$ cat config.mk
export PLATFORM = sky130hd
export DESIGN_NAME = jk_bank_driver_flat
export DESIGN_NICKNAME = d
export VERILOG_FILES = /design/src/rtl/jk_drv_pkg.sv /design/src/rtl/jk_bank_driver_if.sv /design/src/rtl/jk_excite_cell.sv /design/src/rtl/jk_bank_driver.sv /design/src/flat_wrapper.sv
export SDC_FILE = /design/constraint.sdc
export NUM_CORES = 1
export LEC_CHECK = 0
export BUFFER_PORTS_ARGS = -buffer_cell sky130_fd_sc_hd__buf_4
export CORE_MARGIN = 3
export CORE_UTILIZATION = 45
export CTS_CLUSTER_DIAMETER = 40
export DETAILED_ROUTE_END_ITERATION = 10
export PLACE_DENSITY_LB_ADDON = 0.12
export SETUP_SLACK_MARGIN = 0.3
export SLEW_MARGIN = 40
export SYNTH_ARGS = -nofsm -noshare
export SYNTH_HDL_FRONTEND = slang
export SYNTH_SLANG_ARGS = --single-unit
$ cat constraint.sdc
create_clock -name clk -period 2.26 [get_ports clk]
set_input_delay 0.452 -clock clk [delete_from_list [all_inputs] [get_ports clk]]
set_output_delay 0.452 -clock clk [all_outputs]
set_load 0.02 [all_outputs]
$ cat src/rtl/jk_drv_pkg.sv
// Shared types for the JK bank driver: FSM states, 2-bit JK drive codes and
// the single-bit excitation function.
package jk_drv_pkg;

   typedef enum logic [1:0] {
      IDLE  = 2'd0,
      DRIVE = 2'd1,
      CHECK = 2'd2
   } state_t;

   // {J,K} codes as applied to one flip-flop
   localparam logic [1:0] HOLD = 2'b00;
   localparam logic [1:0] RST  = 2'b01;
   localparam logic [1:0] SET  = 2'b10;
   localparam logic [1:0] TGL  = 2'b11;

   function automatic logic [1:0] jk_excite(input logic cur, input logic tgt, input logic toggle_en);
      if (cur == tgt) return HOLD;
      if (toggle_en)  return TGL;
      return tgt ? SET : RST;
   endfunction

endpackage

$ cat src/rtl/jk_bank_driver_if.sv
// Command handshake between the target source and the JK bank driver.
interface jk_bank_driver_if #(parameter int WIDTH = 8);
   logic             in_valid;
   logic             in_ready;
   logic [WIDTH-1:0] in_target;
   logic             in_step;

   modport master (output in_valid, in_target, in_step, input in_ready);
   modport slave  (input in_valid, in_target, in_step, output in_ready);
endinterface

$ cat src/rtl/jk_excite_cell.sv
// Combinational J/K excitation for one flip-flop of the bank.
module jk_excite_cell
   import jk_drv_pkg::*;
#(
   parameter bit TOGGLE_EN = 1'b0
) (
   input  logic       cur,
   input  logic       tgt,
   output logic [1:0] jk
);

   assign jk = jk_excite(cur, tgt, TOGGLE_EN);

endmodule

$ cat src/rtl/jk_bank_driver.sv
// Drives a bank of JK flip-flops toward a target word, either all bits at once
// or one bit per cycle LSB-first, then checks the bank and reports mismatches.
module jk_bank_driver
   import jk_drv_pkg::*;
#(
   parameter int WIDTH     = 8,
   parameter bit TOGGLE_EN = 1'b0
) (
   input  logic             clk,
   input  logic             rst,
   jk_bank_driver_if.slave  cmd,
   input  logic [WIDTH-1:0] q_fb,
   output logic [WIDTH-1:0] j_out,
   output logic [WIDTH-1:0] k_out,
   output logic             done,
   output logic             err,
   output logic [7:0]       err_cnt
);

   localparam int IW = (WIDTH > 1) ? $clog2(WIDTH) : 1;

   state_t                  state, state_nxt;
   logic [WIDTH-1:0]        target_q;
   logic                    step_q;
   logic [IW-1:0]           bit_idx;
   logic                    accept, last_bit, mismatch;
   logic [WIDTH-1:0]        tgt_sel, mask, j_nxt, k_nxt;
   logic [WIDTH-1:0][1:0]   jk;

   assign accept   = cmd.in_valid & cmd.in_ready;
   assign last_bit = (bit_idx == IW'(WIDTH - 1));
   assign mismatch = (q_fb != target_q);
   // The target is still on the bus at the accept edge, latched afterwards
   assign tgt_sel  = (state == IDLE) ? cmd.in_target : target_q;

   for (genvar i = 0; i < WIDTH; i++) begin : g_cell
      jk_excite_cell #(.TOGGLE_EN(TOGGLE_EN)) u_cell (
         .cur (q_fb[i]),
         .tgt (tgt_sel[i]),
         .jk  (jk[i])
      );
      assign j_nxt[i] = jk[i][1] & mask[i];
      assign k_nxt[i] = jk[i][0] & mask[i];
   end

   // Bits allowed to drive at the coming edge; empty when leaving DRIVE
   always_comb begin
      mask = '0;
      if (state == IDLE) begin
         if (cmd.in_step) mask[0] = 1'b1;
         else             mask    = '1;
      end else if (state == DRIVE && step_q && !last_bit) begin
         mask[bit_idx + 1'b1] = 1'b1;
      end
   end

   always_ff @(posedge clk) begin
      if (rst) state <= IDLE;
      else     state <= state_nxt;
   end

   always_comb begin
      state_nxt = state;
      unique case (state)
         IDLE:    if (accept) state_nxt = DRIVE;
         DRIVE:   if (!step_q || last_bit) state_nxt = CHECK;
         CHECK:   state_nxt = IDLE;
         default: state_nxt = IDLE;
      endcase
   end

   assign cmd.in_ready = (state == IDLE) & ~rst;

   always_ff @(posedge clk) begin
      if (rst) begin
         j_out    <= '0;
         k_out    <= '0;
         done     <= 1'b0;
         err      <= 1'b0;
         err_cnt  <= '0;
         bit_idx  <= '0;
         target_q <= '0;
         step_q   <= 1'b0;
      end else begin
         done <= 1'b0;
         unique case (state)
            IDLE: if (accept) begin
               target_q <= cmd.in_target;
               step_q   <= cmd.in_step;
               bit_idx  <= '0;
               j_out    <= j_nxt;
               k_out    <= k_nxt;
            end
            DRIVE: begin
               j_out <= j_nxt;
               k_out <= k_nxt;
               if (step_q && !last_bit) bit_idx <= bit_idx + 1'b1;
            end
            CHECK: begin
               done <= 1'b1;
               err  <= mismatch;
               if (mismatch && err_cnt != 8'hFF) err_cnt <= err_cnt + 8'd1;
            end
            default: ;
         endcase
      end
   end

endmodule

$ cat src/flat_wrapper.sv
// flat-port wrapper written by rule: the top's interface ports become plain ports
module jk_bank_driver_flat import jk_drv_pkg::*;
#(
   parameter int WIDTH     = 8,
   parameter bit TOGGLE_EN = 1'b0
)
  (clk, rst, q_fb, j_out, k_out, done, err, err_cnt, cmd_in_valid, cmd_in_target, cmd_in_step, cmd_in_ready);
  jk_bank_driver_if #(.WIDTH(WIDTH)) cmd_i ();
  input  logic clk;
  input  logic rst;
  input  logic [WIDTH-1:0] q_fb;
  output logic [WIDTH-1:0] j_out;
  output logic [WIDTH-1:0] k_out;
  output logic done;
  output logic err;
  output logic [7:0] err_cnt;
  input wire logic [$bits(cmd_i.in_valid)-1:0] cmd_in_valid;
  input wire logic [$bits(cmd_i.in_target)-1:0] cmd_in_target;
  input wire logic [$bits(cmd_i.in_step)-1:0] cmd_in_step;
  output wire logic [$bits(cmd_i.in_ready)-1:0] cmd_in_ready;
  assign cmd_i.in_valid = cmd_in_valid;
  assign cmd_i.in_target = cmd_in_target;
  assign cmd_i.in_step = cmd_in_step;
  assign cmd_in_ready = cmd_i.in_ready;
  jk_bank_driver #(.WIDTH(WIDTH), .TOGGLE_EN(TOGGLE_EN)) u_core (.clk(clk), .rst(rst), .cmd(cmd_i), .q_fb(q_fb), .j_out(j_out), .k_out(k_out), .done(done), .err(err), .err_cnt(err_cnt));
endmodule
==> summary.md <==
| Metric | Value |
|---|---|
| Cts hold-fix bufs | 0 |
| Clock Path Buffers | 2 |
| I/O pin cnt | 47 |
| Final RePlAce weighted congestion | around 0.76 |
| Clk slew on worst S/H paths | roughly 0.08 ns |
| Clock Tree Root | clkbuf_8 |
| P_leak | about 0.97 nW |
| Pin count of the biggest net entering global routing | 43 |
| First-pass GRT wire length | between 7 and 8 mm |
| Site Rows | 23 |
| Fmax | ~550 MHz |
| Clock latency at the later pin of the worst-skew pair | about 0.29 ns |
| CP Capture Type | register |
| Syn Std Cell Area | 1920 um2 |
| Vias | roughly 1700 |
| Top delay family on crit path | simple AND/OR/NAND/NOR gates |
| Avg Synthesized Cell Area | approximately 8.7 um2 |
| Crit path time final | ~1.8 ns |
| Power Density | 602 nW/um2 |
| Crit path DAT | ~2.0 ns |
| Fin area | between 2000 and 2500 um2 |
| Headroom to the max-slew limit | 0.681 |
| Pint | about 1.1 mW |
| Placed wire-length estimate | between 3 and 4 mm |
| Fin crit share | 0.804 |
| # Max-Cap Violations | 0 |
| CTS sink cnt | 40 |
| CP max stage cell | ha_2 |
| Vias in the first global route | about 1700 |
| Starting DRT DRC Count | slightly below 80 |
| Startpoint Class | register |
| DRC errors left | 0 |
| Syn nets | between 200 and 250 |
| CP bufs+invs | 0 |
| Main flop type after synthesis | dfxtp_1 |
| # nets final | 290 |
| Worst IR Drop VDD | approximately 0.42 mV |
| Clock share of power | 0.336 |
| Initial antenna violation count | 0 |
| CTS H-Tree Depth | 2 |
| Synth Warn # | 0 |
| Sw frac | 0.259 |
| DR WL/cell | 14.1 um |
| Final global-route overflow total | 0 |
| Area Growth Syn to Fin | 24.8% |
| N_diodes | 0 |
| Logic pwr share | 0.145 |
| Outcome | finished clean |
| Layout cells sized above 1 | 0.261 |
| Least-Margin Pin Slew | 0.479 ns |
| Worst Skew | ~0.0073 ns |
| Cell Area, Placed | approximately 2300 um2 |
| CTS tree | done |
| #FFs+latches synth | 40 |
| Worst EP required | roughly 2.5 ns |
| Die area | 5100 um2 |
| Final Setup Violations | 0 |
| Synth async-reset ratio | 0 |
| Hold Crit Class | in -> reg |
| Switching Power | 0.375 mW |
| Max incr delay on CP | around 0.38 ns |
| Die W | a little over 70 um |
| Max FO, Critical Path | 7 |
| Starting Density | 0.474 |
| Routed Antenna Nets | 0 |
| Drt first pass iters | 4 |
| Crit-path cells | ha_1, ha_2, nor2b_1, a31oi_1, nor4_1, a21oi_1, nor2_1 |
| Hold Fails Final Rpt | 0 |
| RSZ-0062 raised after global routing | false |
| CTS buffer count | 5 |
| Port buffer count | between 40 and 50 |
| Pins Over Slew Limit | 0 |
| Vias/cell | between 5 and 6 |
| Syn Inst Count | ~220 |
| GRT Util Overall | 0.185 |
| Finished Core Util | 0.592 |
| Die height | 71.4 um |
| Seq/Total Area, Yosys | 0.416 |
| Crit Path Class | reg -> reg |
| Drt total wl | about 4.5 mm |
| Core area | about 4000 um2 |
| TNS Setup | 0 ns |
| Fin Hold WS | approximately 0.37 ns |
| Sequential share of power | 0.519 |
| Netlist cell types | 39 |
| Post-synth EDFFs | 0 |
[logic make-up (layout without fill, tap and decap cells)]
group	after synthesis	in the layout	synth area share
AO/OA/AOI/OAI	51	51	0.170
AND/OR/NAND/NOR	90	91	0.254
buffers and inverters	19	65	0.0514
flip-flops	40	40	0.416
XOR/XNOR	8	8	0.0364
adder cells (fa/ha/maj)	3	3	0.0195
multiplexers	10	10	0.0527
[through the flow]
step | setup WS, ns | total power [mW] | cells
after CTS | 0.377 | 1.46 | 316
final | 0.444 | 1.44 | 318
after global placement | 0.358 | 0.974 | 308
after global routing | 0.331 | 1.51 | 318
after floorplan | 0.530 | 0.897 | 221
after detailed placement | 0.379 | 0.976 | 308
[sequential cells by signal, indices dropped and copies added (netlist names)]
name             count
u_core.bit_idx       3
u_core.k_out         8
u_core.state         2
u_core.done          1
u_core.err           1
u_core.err_cnt       8
u_core.j_out         8
u_core.target_q      8
u_core.step_q        1
[worst paths after layout]
check	slack [ns]	start	end	cells after the start
worst min-delay path	0.37	cmd_in_target[6]	u_core.target_q[6]	3
worst min register to register	0.46	u_core.err	u_core.err	2
worst max-delay path	0.44	u_core.bit_idx[0]	u_core.j_out[7]	7
worst max register to register	0.44	u_core.bit_idx[0]	u_core.j_out[7]	7
[metal layers]
metal / wire length, um / global-route usage / share of wire / vias up
met2: 2090 / 0.295 / 0.47 / 42
met1: 2110 / 0.241 / 0.47 / 804
met4: 55 / 0.0710 / 0.012 / 0
li1: - / - / - / 891
met3: 228 / 0.0463 / 0.051 / 5
met5: 0 / 0 / 0 / -
[area by class of cell]
type	count	area [um2]
inverter	6	22.5
fill	408	1660
clock buffer	8	90.1
tap	50	62.6
sequential	40	802
multi-input combinational	163	1040
timing repair buffer	51	383
[worst reg2reg max path, delay by kind of cell (launching register included)]
kind / cells / cell delay, ns
compound gates: 2 / 0.20
fa+ha+maj: 2 / 0.59
flops: 1 / 0.36
simple gates: 3 / 0.62
[layout by cell type, fill, tap and decap left out, types with 4 or more instances in the layout]
| cell type | count |
|---|---|
| clkbuf_8 | 6 |
| nor4_1 | 10 |
| inv_1 | 6 |
| buf_4 | 51 |
| nor2_1 | 31 |
| a32oi_1 | 7 |
| o21ai_0 | 11 |
| dfxtp_1 | 39 |
| a21oi_1 | 14 |
| nor3_1 | 4 |
| mux2i_1 | 9 |
| nand2_1 | 14 |
| xnor2_1 | 8 |
| a31oi_1 | 5 |
| nand2b_1 | 10 |
[Yosys cell counts, types with 4 or more instances]
| library cell | count | share of area |
|---|---|---|
| xnor2_1 | 8 | 0.036 |
| clkbuf_1 | 6 | 0.012 |
| mux2i_1 | 9 | 0.047 |
| nand2_1 | 14 | 0.027 |
| inv_1 | 6 | 0.012 |
| nor4_1 | 10 | 0.033 |
| a31oi_1 | 5 | 0.016 |
| nand2b_1 | 10 | 0.033 |
| a32oi_1 | 7 | 0.032 |
| nor3_1 | 4 | 0.010 |
| buf_2 | 4 | 0.010 |
| dfxtp_1 | 40 | 0.42 |
| o21ai_0 | 11 | 0.029 |
| nor2_1 | 31 | 0.060 |
| a21oi_1 | 14 | 0.036 |
[repair_timing]
action | CTS | global route
endpoints found under the setup margin | 0 | 5
gates resized for setup | 0 | 2
buffers inserted | 0 | 1
[power by group through the flow]
stage / Combinational, mW / Sequential (mW) / Clock, mW
after global placement: 0.209 / 0.765 / 0
after CTS: 0.211 / 0.749 / 0.497
final: 0.210 / 0.750 / 0.485
after floorplan: 0.127 / 0.770 / 0
after global routing: 0.233 / 0.754 / 0.526
after detailed placement: 0.211 / 0.765 / 0
Power figures use the tool's default switching activity.
